===== src/rtl/d_ff_pipe.sv =====
// Multi-stage valid/ready register pipeline: bubbles collapse, stalls ripple back,
// synchronous flush drops in-flight words while keeping stage data.

module d_ff_pipe_stage #(
  parameter int               WIDTH     = 8,
  parameter logic [WIDTH-1:0] RESET_VAL = '0
) (
  input  logic             clk,
  input  logic             reset,
  input  logic             flush,
  input  logic             acc,
  input  logic             up_vld,
  input  logic [WIDTH-1:0] up_dat,
  output logic             vld_q,
  output logic [WIDTH-1:0] dat_q
);
  logic             vld_d;
  logic [WIDTH-1:0] dat_d;

  // Data only moves together with an accept so a stalled word is never overwritten.
  always_comb begin
    vld_d = vld_q;
    dat_d = dat_q;
    if (flush) begin
      vld_d = 1'b0;
    end else if (acc) begin
      vld_d = up_vld;
      if (up_vld) dat_d = up_dat;
    end
  end

  always_ff @(posedge clk) begin
    if (!reset) begin
      vld_q <= 1'b0;
      dat_q <= RESET_VAL;
    end else begin
      vld_q <= vld_d;
      dat_q <= dat_d;
    end
  end
endmodule

module d_ff_pipe #(
  parameter int               WIDTH     = 8,
  parameter int               DEPTH     = 3,
  parameter logic [WIDTH-1:0] RESET_VAL = '0
) (
  input  logic                       clk,
  input  logic                       reset,
  input  logic                       flush,
  input  logic                       in_valid,
  input  logic [WIDTH-1:0]           in_data,
  output logic                       in_ready,
  output logic                       out_valid,
  output logic [WIDTH-1:0]           out_data,
  input  logic                       out_ready,
  output logic [$clog2(DEPTH+1)-1:0] occupancy
);
  localparam int OCC_W = $clog2(DEPTH+1);

  logic [DEPTH-1:0]            vld;
  logic [DEPTH-1:0][WIDTH-1:0] dat;
  logic [DEPTH-1:0]            acc;
  logic [DEPTH-1:0]            up_vld;
  logic [DEPTH-1:0][WIDTH-1:0] up_dat;
  logic [OCC_W-1:0]            occ_c;

  for (genvar i = 0; i < DEPTH; i++) begin : g_stg
    // A stage can take a word if any stage from it to the tail is empty, or the tail drains.
    assign acc[i] = out_ready | ~(&vld[DEPTH-1:i]);

    if (i == 0) begin : g_head
      assign up_vld[i] = in_valid;
      assign up_dat[i] = in_data;
    end else begin : g_body
      assign up_vld[i] = vld[i-1];
      assign up_dat[i] = dat[i-1];
    end

    d_ff_pipe_stage #(
      .WIDTH     (WIDTH),
      .RESET_VAL (RESET_VAL)
    ) u_stg (
      .clk    (clk),
      .reset  (reset),
      .flush  (flush),
      .acc    (acc[i]),
      .up_vld (up_vld[i]),
      .up_dat (up_dat[i]),
      .vld_q  (vld[i]),
      .dat_q  (dat[i])
    );
  end

  always_comb begin
    occ_c = '0;
    for (int i = 0; i < DEPTH; i++) occ_c = occ_c + OCC_W'(vld[i]);
  end

  assign in_ready  = acc[0] & reset & ~flush;
  assign out_valid = vld[DEPTH-1] & ~flush;
  assign out_data  = dat[DEPTH-1];
  assign occupancy = occ_c;
endmodule

===== config.mk =====
export PLATFORM = sky130hd
export DESIGN_NAME = d_ff_pipe
export DESIGN_NICKNAME = d
export VERILOG_FILES = /design/src/rtl/d_ff_pipe.sv
export SDC_FILE = /design/constraint.sdc
export NUM_CORES = 1
export LEC_CHECK = 0
export BUFFER_PORTS_ARGS = -buffer_cell sky130_fd_sc_hd__buf_2
export CORE_MARGIN = 2
export CORE_UTILIZATION = 52
export DETAILED_ROUTE_END_ITERATION = 7
export PLACE_DENSITY = 0.77
export SLEW_MARGIN = 30
export SYNTH_ARGS = -nofsm -noshare
export SYNTH_HDL_FRONTEND = slang
export SYNTH_SLANG_ARGS = --single-unit

===== constraint.sdc =====
create_clock -name clk -period 1.65 [get_ports clk]
set_input_delay 0.165 -clock clk [delete_from_list [all_inputs] [get_ports clk]]
set_output_delay 0.165 -clock clk [all_outputs]
set_load 0.01 [all_outputs]

==> out/results.ini <==
[synth]
yosys.area.top_type = dfxtp_1
yosys-top-cells-area = dfxtp_1 (47%), mux2i_1 (14%), nand2_1 (7.8%)
syn-cell-area_sq_mm = 0.00116
synth-adder-area-share = 0.0172
synth-seq-cells = 27
synth_mux_area_frac = 0.138
yosysWarnings = 0
netlist.area_leader.share = 0.465
synth_nets = 140
yosysMostFrequentCell = dfxtp_1
netlist_top_cells_count = dfxtp_1 (27), nand2_1 (24), mux2i_1 (16)
synth-seq-area-share = 0.465
synth_compound_area_frac = 0.116
synth_top_family_by_area = simple AND/OR/NAND/NOR gates
synthesis.instances = 126
synth_simple_gate_area_frac = 0.166
synth-edff-count = 0
ys_types = 22
synthXorXnorAreaFrac = 0
avgSynthCellArea_sq_um = 9.23
ys.flop_type = dfxtp_1
synthArstFlopShare = 0

[sta]
setup_violations = 0
fin_crit_ns = 1.53
hold_ws_ns = 0.0778
finClkSkew_ns = 0.00442
slew_violations = 0
hold_viol_final = 0
worst_slack_ns = 0.117
fmax_mhz = 652
finalSetupTns_ns = 0
worst_slew_pin_slew_ns = 0.461
min_period_over_period = 0.929
maxSlewHeadroom = 0.692
rsz0062_at_grt = no

[hold_path]
hp-class = input port to flip-flop

[critical_path]
start_kind = flip-flop
endpoint_kind = output port
worstPathRequired_ns = 1.48
cp-startpoint = g_stg[0].u_stg.vld_q$_SDFFE_PP0P_
crit_end = occupancy[0]
critPathKind = flip-flop to output port
r2r-end = g_stg[1].u_stg.dat_q[7]$_SDFFE_PN0P_
regToRegStartpoint = g_stg[2].u_stg.vld_q$_SDFFE_PP0P_
critPathMaxFanout = 6
rr_worst_depth = 3
reg2reg_slack_ns = 0.34
crit_arrival_ns = 1.37

[global_routing]
grt_overflow = 0
grt_max_degree = 25
antenna_found_initial = 0
grt_pass1_vias = 758
grt_usage = 0.160
grt_pass1_wl_mm = 3.14

[power_and_ir_drop]
p_leak_nw = 0.591
swShare = 0.218
switching_power_uw = 222
irDropWorstVdd_mv = 0.582
p_int_uw = 794
p_clk_frac = 0.268
p_comb_frac = 0.072
p_per_area_mw_per_mm2 = 805
seqPwrFrac = 0.661

[floorplanning]
core_sq_mm = 0.00217
die_w_um = 51.3
dieArea_sq_mm = 0.00263
fp.dieH_um = 51.3
row_count = 17
ioPinCount = 25
initial_core_util = 0.536

[clock_tree]
cts_made_buffers = 3
clock_path_buffers = 2
root_buffer = clkbuf_4
cts.clk_slew.worst_paths_ns = 0.14
cts_tree = built
ctsHtreeMaxLevel = 1
cts.sinks = 27
clk_latency_ns = 0.31
ctsHoldBuffers = 0

[run_status]
outcome = complete, no violations

[placed_design]
hpwl_mm = 1.44
placed_area_sq_mm = 0.00123
gp_congestion = 0.801
io_buffers = 24
place_ws_ns = 0.333

[routing]
final_antenna_net_count = 0
firstDrtPassIters = 4
wl_per_cell_um = 10.9
route.vias.total = 844
drc = 0
avgViaCountPerCell = 5.02
dr.first_iter.drc_count = 17
wl_mm = 1.83

[cells_and_area]
final_nets = 155
fin_area_sq_mm = 0.00126
final_layout_size_suffix_gt1_frac = 0.229
num_antenna_cells = 0
syn_to_final_growth_pct = 8.50
fillCellCount = 213
finish.utilization = 0.581

[flow_run]
drv_cap = 0

[sequential cells by signal, summed over array words and instances, names as in the netlist]
| register | count |
|---|---|
| g_stg.u_stg.dat_q | 24 |
| g_stg.u_stg.vld_q | 3 |
[kinds of logic after synthesis]
group / after synthesis
and+or+nand+nor: 42
DFF: 27
AOI/OAI and AO/OA: 21
buffers and inverters: 19
muxes: 16
adders and majority gates: 1
[metal layers]
| layer | vias to the layer above | track usage | share of wire |
|---|---|---|---|
| met3 | 2 | 0.0351 | 0.034 |
| met1 | 387 | 0.197 | 0.46 |
| met4 | 0 | 0.0658 | 0.0044 |
| li1 | 438 | - | - |
| met5 | - | 0 | 0 |
| met2 | 17 | 0.268 | 0.50 |
[layout by cell type, fill, tap and decap left out, drive strengths merged]
| cell type | netlist | final |
|---|---|---|
| dfxtp | 27 | 27 |
| buf | 12 | 27 |
| nand2 | 24 | 24 |
| mux2i | 16 | 16 |
| nand3 | 9 | 9 |
| o21ai | 8 | 8 |
| a21boi | 8 | 8 |
| clkbuf | 5 | 4 |
| nor2 | 3 | 3 |
| nor2b | 3 | 3 |
| nand2b | 2 | 2 |
| inv | 2 | 2 |
| a21oi | 2 | 2 |
| a31oi | 1 | 1 |
| a311o | 1 | 1 |
| or2b | 1 | 1 |
| a211o | 1 | 1 |
| fa | 1 | 1 |
[timing repair]
action	CTS	global route
setup buffers	0	0
resized for setup	0	1
endpoints found under the setup margin	0	1
[worst min path at each step]
stage,from,end,slack [ns],depth (start not counted)
floorplan,in_data[0],g_stg[0].u_stg.dat_q[0]$_SDFFE_PN0P_,0.30,2
global placement,in_data[2],g_stg[0].u_stg.dat_q[2]$_SDFFE_PN0P_,0.41,3
detailed placement,in_data[0],g_stg[0].u_stg.dat_q[0]$_SDFFE_PN0P_,0.42,3
CTS,in_data[0],g_stg[0].u_stg.dat_q[0]$_SDFFE_PN0P_,0.07,3
global route,in_data[5],g_stg[0].u_stg.dat_q[5]$_SDFFE_PN0P_,0.07,3
finish,in_data[4],g_stg[0].u_stg.dat_q[4]$_SDFFE_PN0P_,0.08,3
[critical path, cell delays in order (launching register included)]
cell and delay (ns):
dfxtp_1 0.39, fa_1 0.55, buf_2 0.12
[stage by stage]
stage	total power [mW]	instances
finish	1.02	168
global route	1.07	168
CTS	1.03	168
detailed placement	0.760	164
global placement	0.756	164
floorplan	0.733	126
[power groups by stage]
stage	logic, mW	clock network (mW)	registers [mW]
2_1_floorplan	0.0496	0	0.683
3_3_place_gp	0.0718	0	0.684
3_5_place_dp	0.0743	0	0.685
4_1_cts	0.0744	0.281	0.671
5_1_grt	0.0834	0.312	0.673
6_report	0.0730	0.272	0.671
[final cells by class]
type | instances | area [sq um] | share of cell area
inverters | 2 | 7.51 | 0.00595
repair buffers | 27 | 143 | 0.113
multi-input cells | 80 | 508 | 0.403
well taps | 28 | 35.0 | 0.0278
flip-flops and latches | 27 | 542 | 0.430
clock buffers | 4 | 26.3 | 0.0208
Note: power is estimated with default switching activity, not from simulation.
